**config.mk**
```make
export PLATFORM = sky130hd
export DESIGN_NAME = eth_arp_reply_tx
export DESIGN_NICKNAME = d
export VERILOG_FILES = /design/src/rtl/eth_arp_reply_tx.sv
export SDC_FILE = /design/constraint.sdc
export NUM_CORES = 1
export LEC_CHECK = 0
export ABC_AREA = 1
export CAP_MARGIN = 0
export CELL_PAD_IN_SITES_DETAIL_PLACEMENT = 0
export CELL_PAD_IN_SITES_GLOBAL_PLACEMENT = 1
export CORE_ASPECT_RATIO = 1.1
export CORE_MARGIN = 3
export CORE_UTILIZATION = 40
export DETAILED_ROUTE_END_ITERATION = 8
export PLACE_DENSITY = 0.95
export REMOVE_ABC_BUFFERS = 1
export SYNTH_ARGS = -nofsm -noshare
export SYNTH_HDL_FRONTEND = slang
export SYNTH_SLANG_ARGS = --single-unit
```
**constraint.sdc**
```tcl
create_clock -name i_clk -period 3.8 [get_ports i_clk]
set_clock_uncertainty 0.2 [all_clocks]
set_input_delay 0.76 -clock i_clk [delete_from_list [all_inputs] [get_ports i_clk]]
set_output_delay 0.76 -clock i_clk [all_outputs]
set_load 0.05 [all_outputs]
```
**src/rtl/eth_arp_reply_tx.sv**
```systemverilog
// ARP reply generator: turns accepted ARP requests for our IP into 60-byte reply
// frames on a 64-bit AXI-Stream master, with one request queued behind the active frame.
module eth_arp_reply_tx #(
    parameter logic [47:0] FPGA_MAC = 48'h211abcdef112,
    parameter logic [31:0] FPGA_IP  = 32'hC0000186
) (
    input  logic        i_clk,
    input  logic        i_reset_n,
    input  logic        i_arp_valid,
    input  logic [15:0] i_OPER,
    input  logic [47:0] i_SHA,
    input  logic [31:0] i_SPA,
    input  logic [31:0] i_TPA,
    output logic        o_tx_axis_tvalid,
    output logic [63:0] o_tx_axis_tdata,
    output logic        o_tx_axis_tlast,
    output logic [7:0]  o_tx_axis_tkeep,
    input  logic        i_tx_axis_tready,
    output logic        o_busy,
    output logic        o_drop
);

    typedef enum logic {
        ST_IDLE,
        ST_SEND
    } state_t;

    state_t      state_reg, state_next;
    logic [2:0]  cnt_reg, cnt_next;
    logic [47:0] act_sha_reg, act_sha_next;
    logic [31:0] act_spa_reg, act_spa_next;
    logic [47:0] pend_sha_reg, pend_sha_next;
    logic [31:0] pend_spa_reg, pend_spa_next;
    logic        pend_full_reg, pend_full_next;
    logic        drop_reg, drop_next;

    logic        accept;
    logic        handshake;
    logic        last_handshake;
    logic [63:0] beat_wire;
    logic [63:0] beat_swapped;

    assign accept         = i_arp_valid && (i_OPER == 16'h0001) && (i_TPA == FPGA_IP);
    assign handshake      = (state_reg == ST_SEND) && i_tx_axis_tready;
    assign last_handshake = handshake && (cnt_reg == 3'd7);

    always_ff @(posedge i_clk or negedge i_reset_n) begin
        if (!i_reset_n) begin
            state_reg     <= ST_IDLE;
            cnt_reg       <= 3'd0;
            act_sha_reg   <= 48'd0;
            act_spa_reg   <= 32'd0;
            pend_sha_reg  <= 48'd0;
            pend_spa_reg  <= 32'd0;
            pend_full_reg <= 1'b0;
            drop_reg      <= 1'b0;
        end else begin
            state_reg     <= state_next;
            cnt_reg       <= cnt_next;
            act_sha_reg   <= act_sha_next;
            act_spa_reg   <= act_spa_next;
            pend_sha_reg  <= pend_sha_next;
            pend_spa_reg  <= pend_spa_next;
            pend_full_reg <= pend_full_next;
            drop_reg      <= drop_next;
        end
    end

    always_comb begin
        state_next     = state_reg;
        cnt_next       = cnt_reg;
        act_sha_next   = act_sha_reg;
        act_spa_next   = act_spa_reg;
        pend_sha_next  = pend_sha_reg;
        pend_spa_next  = pend_spa_reg;
        pend_full_next = pend_full_reg;
        drop_next      = 1'b0;
        case (state_reg)
            ST_IDLE: begin
                if (accept) begin
                    act_sha_next = i_SHA;
                    act_spa_next = i_SPA;
                    cnt_next     = 3'd0;
                    state_next   = ST_SEND;
                end
            end
            ST_SEND: begin
                if (handshake) begin
                    cnt_next = cnt_reg + 3'd1;
                end
                // On the final beat the freed pending slot can absorb a same-cycle request
                if (last_handshake) begin
                    if (pend_full_reg) begin
                        act_sha_next   = pend_sha_reg;
                        act_spa_next   = pend_spa_reg;
                        pend_full_next = accept;
                        if (accept) begin
                            pend_sha_next = i_SHA;
                            pend_spa_next = i_SPA;
                        end
                    end else if (accept) begin
                        act_sha_next = i_SHA;
                        act_spa_next = i_SPA;
                    end else begin
                        state_next = ST_IDLE;
                    end
                end else if (accept) begin
                    if (!pend_full_reg) begin
                        pend_sha_next  = i_SHA;
                        pend_spa_next  = i_SPA;
                        pend_full_next = 1'b1;
                    end else begin
                        drop_next = 1'b1;
                    end
                end
            end
        endcase
    end

    // Beat contents in wire order: first byte of the beat in bits [63:56]
    always_comb begin
        beat_wire = 64'd0;
        case (cnt_reg)
            3'd0: beat_wire = {act_sha_reg, FPGA_MAC[47:32]};
            3'd1: beat_wire = {FPGA_MAC[31:0], 16'h0806, 16'h0001};
            3'd2: beat_wire = {16'h0800, 8'h06, 8'h04, 16'h0002, FPGA_MAC[47:32]};
            3'd3: beat_wire = {FPGA_MAC[31:0], FPGA_IP};
            3'd4: beat_wire = {act_sha_reg, act_spa_reg[31:16]};
            3'd5: beat_wire = {act_spa_reg[15:0], 48'd0};
            default: beat_wire = 64'd0;
        endcase
    end

    generate
        for (genvar gi = 0; gi < 8; gi++) begin : g_byte_swap
            assign beat_swapped[8*gi +: 8] = beat_wire[63-8*gi -: 8];
        end
    endgenerate

    always_comb begin
        o_tx_axis_tvalid = 1'b0;
        o_tx_axis_tdata  = 64'd0;
        o_tx_axis_tkeep  = 8'h00;
        o_tx_axis_tlast  = 1'b0;
        if (state_reg == ST_SEND) begin
            o_tx_axis_tvalid = 1'b1;
            o_tx_axis_tdata  = beat_swapped;
            o_tx_axis_tkeep  = (cnt_reg == 3'd7) ? 8'h0F : 8'hFF;
            o_tx_axis_tlast  = (cnt_reg == 3'd7);
        end
    end

    assign o_busy = (state_reg == ST_SEND) || pend_full_reg;
    assign o_drop = drop_reg;

endmodule

```
==> impl_results.md, run 1 <==
* Status: finished, final reports clean
* Final setup fails at 0
* CP max FO at 17
* Routed vias at 8583
* Critical Path Start: cnt_reg[0]
* Clock Sinks at 166
* # nets final at 1466
* Max frequency at 280 MHz
* Hold Crit Class: input pin to asynchronous set/reset pin
* Site Rows at 57
* CP max-delay cell: ha_2
* Post-synthesis to final-layout area growth at 36.5%
* Register area at 4150 sq um
* Overflow after GRT at 0
* Predominant post-synthesis flop cell: dfrtp_1
* Post-Route WL at between 20000 and 30000 um
* Die ar. at 24800 sq um
* Maximum root-to-sink buffer count at 2
* Critical path class: register to output port
* Fill count at around 2000
* Worst Path Buf+Inv at 3
* RR Startpoint: state_reg
* Max stage delay on crit path at 0.46 ns
* Clk slew on worst S/H paths at about 0.070 ns
* Post-CTS Setup Bufs at 0
* DR WL/cell at 16.7 um
* Tcrit/Tclk final at 0.938
* Routed vias/inst at 5.24
* CP Capture Type: output port
* DR pass1 iterations at 6
* Critical path data arrival time at between 2 and 3 ns
* Max-cap violations at 0
* Routed Antenna Nets at 0
* CTS buffer count at 17
* Final Hold Vio Count at 0
* Cell count after synthesis at 1168
* Die span in x at 150 um
* Top-area cell type share of the netlist area at 0.452
* Kind of cell adding the most delay to the critical path: simple AND/OR/NAND/NOR gates
* Fraction of final layout cells sized beyond drive strength 1 at 0.107
* CTS tree: yes
* Multi-input gate area at 4370 sq um
* Top post-synthesis cells by count: nand2_1 (433), dfrtp_1 (166), nor2_1 (117)
* Critical Path RT at between 2 and 3 ns
* Tot GR Track Use at 0.222
* Sequential fraction of the synthesis area at 0.452
* Post-Route Setup TNS at 0 ns
* Final core occ at 0.562
* Clk root buf: clkbuf_16
* GPL Wtd Cong at approximately 0.82
* Core Area at 22300 sq um
* Unrepaired setup endpoints after global routing: no
* Post-synth ARST share at 1.00
* Yosys warnings at 0
* Relative slew margins at 0.467
* Worst setup SP type: register
* Die Y at 165 um
* Period minus WS final at 3.57 ns
* Vias in the first global route at 8531
* Largest net degree at the start of global routing at 79
* Post-synth EDFFs at 0
* IO Pins at 208
* Synth unique cells at 27
* Drt initial violations at 697
* Pwr dens at 551 nW/um^2
* Final Slew Violations at 0
* Post-Synthesis Cell Area at 9190 sq um
* Clock insertion delay at the later pin of the skew report at 0.43 ns
* Initial core utilization at 0.412
* VDD IR-drop max at 0.329 mV
* Post-synthesis sequential element count at 166
* Crit-path cells: inv_1, ha_2, nand2_1, buf_4, nor2_1, buf_12
* Largest cells by area after synthesis: dfrtp_1 (45%), nand2_1 (18%), mux2i_1 (7.3%), nand3b_1 (5.6%), nand4_1 (5.6%)
* Syn Area/Cell at 7.86 sq um
* Number of I/O port buffers at 207
* Detailed placement HPWL at 17900 um
* Most frequent cell after synthesis: nand2_1
* DRC at 0
* Static Leak at about 6.7 nW
* First-pass GRT wire length at approximately 44000 um
* Clock H-tree levels at 4
* Initial antenna violation count at 2
* Synth area leader: dfrtp_1
* Worst Tran Pin Value at 0.791 ns
-- cell usage in the layout (no fill, tap or decap), types with 4 or more instances in the layout --
master and n:
nand2_1 429, dfrtp_1 166, clkdlybuf4s50_1 141, nor2_1 117, nand4_1 82, nand3b_1 69, mux2i_1 67, buf_12 52
inv_1 51, buf_4 40, nand3_1 39, clkbuf_16 17, a221oi_1 11, a21oi_1 9, a32oi_1 5, ha_1 5
bufinv_16 5, o21ai_0 4, nand2_2 4, nand2_4 4, inv_6 4
-- metal layers --
metal / global-route usage / routed length (um) / up-vias
met5: 0 / 9 / -
met1: 0.290 / 11800 / 4156
li1: - / - / 4131
met3: 0.0384 / 1420 / 41
met4: 0.0682 / 497 / 2
met2: 0.377 / 13600 / 253
-- final timing paths --
path,depth (start not counted),slack (ns),end
max in group asynchronous,2,2.31,pend_sha_reg[12]
max,6,0.23,o_tx_axis_tdata[52]
min in group i_clk,2,0.27,pend_spa_reg[12]
max reg2reg,10,1.03,pend_spa_reg[14]
min reg2reg,2,0.27,pend_spa_reg[12]
min,1,0.15,pend_sha_reg[17]
-- kinds of logic after synthesis --
group / Yosys count / synth area share
flops: 166 / 0.452
mux: 67 / 0.0730
buf+inv: 147 / 0.0764
simple gates: 752 / 0.367
fa+ha+maj: 6 / 0.00817
compound gates: 30 / 0.0230
-- power by group --
part / total, mW / internal [mW] / switching (mW)
Combinational: 3.03 / 1.00 / 2.03
Clock: 1.99 / 1.21 / 0.785
Sequential: 1.88 / 1.83 / 0.0552
-- cell type report --
class | count | share of cell area
multi-input cells | 855 | 0.349
clock inverters | 14 | 0.0190
clock buffers | 18 | 0.0350
repair buffers | 234 | 0.220
diodes | 1 | 0.000200
inverters | 54 | 0.0162
well taps | 295 | 0.0294
flip-flops and latches | 166 | 0.331
-- repair_timing --
action	4_1_cts	5_1_grt
resized for setup	0	1
setup endpoints to repair	0	1
hold buffers	0	0
-- metrics by stage --
step	hold slack (ns)	setup WS [ns]	instances	power (mW)	cell area (sq um)
after detailed placement	0.257	0.536	1604	4.95	11900
after CTS	0.185	0.0722	1636	6.94	12500
after global placement	0.252	0.511	1604	4.94	11900
after global routing	0.195	0.0959	1636	7.22	12500
after floorplan	0.241	-4.97	1075	3.52	8690
final	0.152	0.235	1637	6.91	12500
No activity file was read; power rests on OpenSTA's default activity.
==> run 2: changes to the inputs <==
--- a/config.mk
+++ b/config.mk
@@ -11,7 +11,8 @@
 export CELL_PAD_IN_SITES_GLOBAL_PLACEMENT = 1
 export CORE_ASPECT_RATIO = 1.1
 export CORE_MARGIN = 3
-export CORE_UTILIZATION = 40
+export CORE_UTILIZATION = 41
+export CTS_BUF_LIST = sky130_fd_sc_hd__clkbuf_8
 export DETAILED_ROUTE_END_ITERATION = 8
 export PLACE_DENSITY = 0.95
 export REMOVE_ABC_BUFFERS = 1
==> run 2 against run 1 <==
Largest power group unchanged. Final cell count down 0.61%. Via count about the same. Utilization increased by 0.86 points. Non-clock buffer count decreased by 4. Total power fell by 7.5%. Worst hold slack lost 0.14 ns. Critical endpoint is now o_tx_axis_tdata[58]. Critical path type unchanged. Sequential share of layout area grew 0.51 points. First-iteration DRC count fell by 7.6%. Fmax is 0.12% lower. Flip-flop and latch count is the same. Combinational power increased by 2%. Design area decreased by 1.5%.
==> impl_results.md, run 2 (synthesized netlist as in run 1, its figures left out) <==
* Maximum root-to-sink buffer count at 2
* Die ar. at 24200 sq um
* Initial core utilization at 0.424
* Routed vias/inst at 5.27
* Vias in the first global route at 8332
* Crit-path cells: inv_1, ha_2, buf_4, nand2_1, inv_1, nand2_1, a21oi_1, buf_12
* Final Slew Violations at 0
* Register area at 4150 sq um
* Clock Sinks at between 150 and 200
* CP max FO at 21
* Overflow after GRT at 0
* Routed Antenna Nets at 0
* R2R cell count at 5
* DP Area at 11900 sq um
* Final setup fails at 0
* Leading cell types in the layout, fill and taps excluded: nand2_1 (429), dfrtp_1 (166), clkdlybuf4s50_1 (141), nor2_1 (117), nand4_1 (82)
* DRC at 0
* DR WL/cell at about 17 um
* Worst path depth at 8
* CP Capture Type: output port
* Clock insertion delay at the later pin of the skew report at 0.45 ns
* Drt initial violations at ~640
* Site Rows at 56
* Max-cap violations at 0
* Static Leak at about 6.6 nW
* Clk root buf: clkbuf_8
* Placed insts at roughly 1600
* Post-synthesis to final-layout area growth at 34.4%
* Tcrit/Tclk final at 0.939
* Kind of cell adding the most delay to the critical path: buffers and inverters
* NetSw at approximately 2.8 mW
* Hold Crit Class: input pin to asynchronous set/reset pin
* Clk slew on worst S/H paths at 0.09 ns
* Worst Slack Setup Final at roughly 0.23 ns
* Critical path data arrival time at 2.61 ns
* Status: finished, final reports clean
* Post-Route Setup TNS at 0 ns
* RR Endpoint: pend_sha_reg[7]
* Period minus WS final at 3.57 ns
* Initial antenna violation count at 1
* Max frequency at 280 MHz
* Relative slew margins at 0.322
* # nets final at 1462
* Number of I/O port buffers at 207
* Worst Tran Pin Value at 1.02 ns
* Core Area at 21700 sq um
* Crit path to: o_tx_axis_tdata[58]
* Clock share of power at 0.218
* First-pass GRT wire length at 43400 um
* Largest net degree at the start of global routing at slightly above 90
* Pint at 3.59 mW
* Unrepaired setup endpoints after global routing: no
* Most common cell after layout, fill and taps aside: nand2_1
* Detailed placement HPWL at 17200 um
* # diodes at 0
* Worst Path Buf+Inv at 4
* Post-Route WL at roughly 27000 um
* CTS tree: yes
* Die span in x at around 150 um
* Critical Path Start: cnt_reg[0]
* Worst setup SP type: register
* Die Y at 163 um
* Worst R2R Setup Slack at roughly 0.80 ns
* CP max-delay cell: dfrtp_1
* Critical path class: register to output port
* Fin cells at 1627
* Critical Path RT at 2.84 ns
* Fraction of final layout cells sized beyond drive strength 1 at 0.104
* DR pass1 iterations at 5
* CTS buffer count at 17
* Multi-input gate area at about 4400 sq um
* Max stage delay on crit path at 0.43 ns
* Final Hold Vio Count at 0
* VDD IR-drop max at 0.283 mV
* Final core occ at 0.570
* Reg power frac at 0.299
* RR Startpoint: state_reg
* Combinational share of power at 0.484
* IO Pins at 208
* Worst slack at placement at 0.525 ns
* Tot GR Track Use at 0.221
* Design Area, Final at between 10000 and 15000 sq um
* Routed vias at 8576
* GPL Wtd Cong at 0.798
* Pwr dens at ~520 nW/um^2
* Sw Ratio at 0.438
* Clock H-tree levels at 4
* Fill count at 1995
run 2: final cells by class:
cell class	instances	area share
flip-flops and latches	166	0.336
multi-input cells	855	0.353
well taps	290	0.0294
repair buffers	230	0.229
inverters	54	0.0165
clock buffers	19	0.0212
clock inverters	13	0.0136
run 2: worst min path at each step:
stage | from | endpoint | slack (ns) | cells after the start
3_3_place_gp | pend_sha_reg[3] | pend_sha_reg[3] | 0.25 | 2
2_1_floorplan | pend_sha_reg[0] | pend_sha_reg[0] | 0.24 | 2
3_5_place_dp | pend_spa_reg[15] | pend_spa_reg[15] | 0.26 | 2
5_1_grt | i_reset_n | pend_sha_reg[18] | 0.03 | 1
6_report | i_reset_n | pend_sha_reg[18] | 0.01 | 1
4_1_cts | i_reset_n | pend_sha_reg[18] | 0.02 | 1
run 2: power groups by stage:
| stage | Sequential (mW) | Clock (mW) | Combinational (mW) |
|---|---|---|---|
| after CTS | 1.91 | 1.41 | 3.10 |
| after global routing | 1.92 | 1.49 | 3.28 |
| after global placement | 1.94 | 0 | 3.08 |
| after floorplan | 2.03 | 0 | 1.49 |
| final | 1.91 | 1.39 | 3.09 |
| after detailed placement | 1.94 | 0 | 3.09 |
run 2: through the flow:
step | hold slack (ns) | total power, mW
after floorplan | 0.241 | 3.52
after global placement | 0.252 | 5.02
after detailed placement | 0.257 | 5.04
after CTS | 0.0182 | 6.41
after global routing | 0.0282 | 6.68
final | 0.0102 | 6.39
run 2: timing repair:
action / 4_1_cts / 5_1_grt
setup endpoints to repair: 0 / 5
setup buffers: 0 / 0
gates resized for setup: 0 / 1
hold buffers: 0 / 0
run 2: layer usage:
metal  GRT usage  wire (um)  up-vias
li1            -          -     4116
met1       0.286      11500     4161
met2       0.380      13500      258
met3      0.0337       1390       39
met4      0.0710        589        2
met5           0         13        -
==> patch, RTL diff (flow settings as in run 1) <==
Reset style: synchronous (`i_reset_n`), changed in one clocked block.
--- a/src/rtl/eth_arp_reply_tx.sv
+++ b/src/rtl/eth_arp_reply_tx.sv
@@ -46,3 +46,3 @@
 
-    always_ff @(posedge i_clk or negedge i_reset_n) begin
+    always_ff @(posedge i_clk) begin
         if (!i_reset_n) begin
Behaviour: differs if i_reset_n is asserted again (counterexample within 4 cycles, from zero or initial values and one cycle with i_reset_n low); with i_reset_n held inactive, the same outputs for 4 cycles.
==> patch against run 1 <==
- non-clock buffer count shrank 10
- setup slack gained 39 ps
- wire length grew 1.6%
- cell area shrank 0.54%
- final cell count grew 24%
- largest cell class unchanged
- sequential cell count is the same
- synthesized area grew 0.95%
- critical endpoint is now o_tx_axis_tdata[36]
Power is not compared: it rests on default switching activity, and its combinational part moved more than twofold at a synthesized area within 25%.
==> patch: results (changes against run 1) <==
[run_status]
status = complete, no violations  ; unchanged

[synthesis]
synthAdderAreaFrac = 0.00809  ; was 0.00817
synth_ff_type = dfxtp_1  ; was dfrtp_1
seq_area_frac_synth = 0.358  ; was 0.452
yosysWarnings = 0  ; unchanged
synth.area.top_cells = dfxtp_1 36%, nand2_1 19%, nor2_1 12%  ; was dfrtp_1 45%, nand2_1 18%, mux2i_1 7.3%
yosysUniqueCellTypes = 24  ; was 27
yosys-top-cells-count = 464 x nand2_1, 303 x nor2_1, 278 x inv_1  ; was 433 x nand2_1, 166 x dfrtp_1, 117 x nor2_1
synth_compound_area_frac = 0.0760  ; was 0.0230
synthMuxAreaShare = 0  ; was 0.0730
synthXorXnorAreaFrac = 0.000944  ; was 0
synthCells = 1595  ; was 1168
async_flop_share = 0  ; was 1.00

[global_routing]
grt_max_degree = 94  ; was 79
grt_pass1_vias = 8993  ; was 8531
antenna_found_initial = 0  ; was 2
grt_pass1_wl_um = 44700  ; was 43900 um
grt.total_usage = 0.218  ; was 0.222

[detailed_routing]
routed-wl-met3_um = 1660  ; was 1420 um
num_vias = 9633  ; was 8583
dr_wl_met2_um = 13600  ; about the same
met1_length_um = 12000  ; was 11800 um
routed.top_layer = met4  ; was met5
wl_per_cell_um = 13.6  ; was 16.7 um
drt-initial-drc-count = 586  ; was 697
drtPass1Iterations = 4  ; was 6

[setup_path]
slowest_stage = nor3_1  ; was ha_2
path_max_fanout = 24  ; was 17
crit_arrival_ps = 2570  ; was 2610 ps
cp_slowest_stage_delay_ps = 580  ; was 460 ps

[placement]
dpl.hpwl_um = 17200  ; was 17900 um
place.gp.congestion = 0.748  ; was 0.820
port_buffers = 207  ; unchanged

[clocking]
clk_pin_slew_ps = 60
cts-root-buf = clkbuf_16  ; unchanged
clock_latency_ps = 430  ; about the same
cts_max_path_buffers = 2  ; unchanged
cts_buffers = 17  ; unchanged
cts.htree.levels = 4  ; unchanged

[layout]
n_antenna_cell = 0  ; was 1
drive_above_1_share = 0.0740  ; was 0.107
stdcell_count = 2038  ; was 1637
nets = 1869  ; was 1466

[power]
leakage_nw = 6.07
vdd_drop_max_v = 0.000280

[timing]
relSlewSlack = 0.321  ; was 0.467

[worst_hold_path]
hold_class = flop to flop  ; was primary input to async pin

-- patch: final timing paths --
| kind | start | cells after the start | endpoint | slack [ps] |
|---|---|---|---|---|
| worst max-delay path | cnt_reg[0] | 5 | o_tx_axis_tdata[36] | 270 |
| worst min-delay path | act_spa_reg[1] | 4 | act_spa_reg[1] | 320 |
| worst max register to register | state_reg | 7 | act_sha_reg[21] | 1260 |
| worst min register to register | act_spa_reg[1] | 4 | act_spa_reg[1] | 320 |
-- patch: timing repair --
item	4_1_cts	5_1_grt
gates resized for setup	0	1
hold buffers	0	0
endpoints found under the setup margin	0	6
setup buffers	0	0
-- patch: where the power goes --
group / leakage [nW] / internal (mW) / total (mW) / switching, mW
clock: 0.297 / 1.12 / 1.83 / 0.715
combinational: 4.44 / 0.134 / 0.226 / 0.0922
sequential: 1.34 / 1.74 / 1.74 / 0.00000000000000365
-- patch: cell type report --
type / instances / area, um2
clock buffers: 20 / 447
multi-input cells: 1042 / 4470
flip-flops and latches: 166 / 3320
well taps: 295 / 369
clock inverters: 11 / 175
fillers: 2225 / 9990
inverters: 280 / 1060
repair buffers: 224 / 2630
-- patch: worst max-delay path: cells and delay by family (launching register included) --
| family | cells | cell delay (ps) |
|---|---|---|
| and+or+nand+nor | 1 | 580 |
| DFF | 1 | 350 |
| buffers and inverters | 3 | 790 |
| adders and majority gates | 1 | 420 |
-- patch: cells by family after synthesis --
| family | after synthesis |
|---|---|
| xor gates and xnor gates | 1 |
| and+or+nand+nor | 896 |
| AOI/OAI and AO/OA | 139 |
| adders and majority gates | 6 |
| buffers and inverters | 387 |
| DFF | 166 |
-- patch: per-stage QoR --
| stage | hold slack, ps | worst slack (ps) | area (um2) | util | power (mW) |
|---|---|---|---|---|---|
| 6_report | 315 | 274 | 12500 | 0.555 | 3.80 |
| 5_1_grt | 342 | 52.2 | 12500 | 0.555 | 3.93 |
| 4_1_cts | 316 | 194 | 12500 | 0.555 | 3.84 |
| 3_5_place_dp | 306 | 669 | 11800 | 0.527 | 2.00 |
| 3_3_place_gp | 301 | 695 | 11800 | 0.527 | 2.01 |
| 2_1_floorplan | 280 | -3570 | 8820 | - | 1.81 |
-- patch: metal layers --
metal	up-vias	track usage
met5	-	0
met1	4313	0.270
met3	30	0.0440
li1	5043	-
met4	0	0.0588
met2	247	0.380
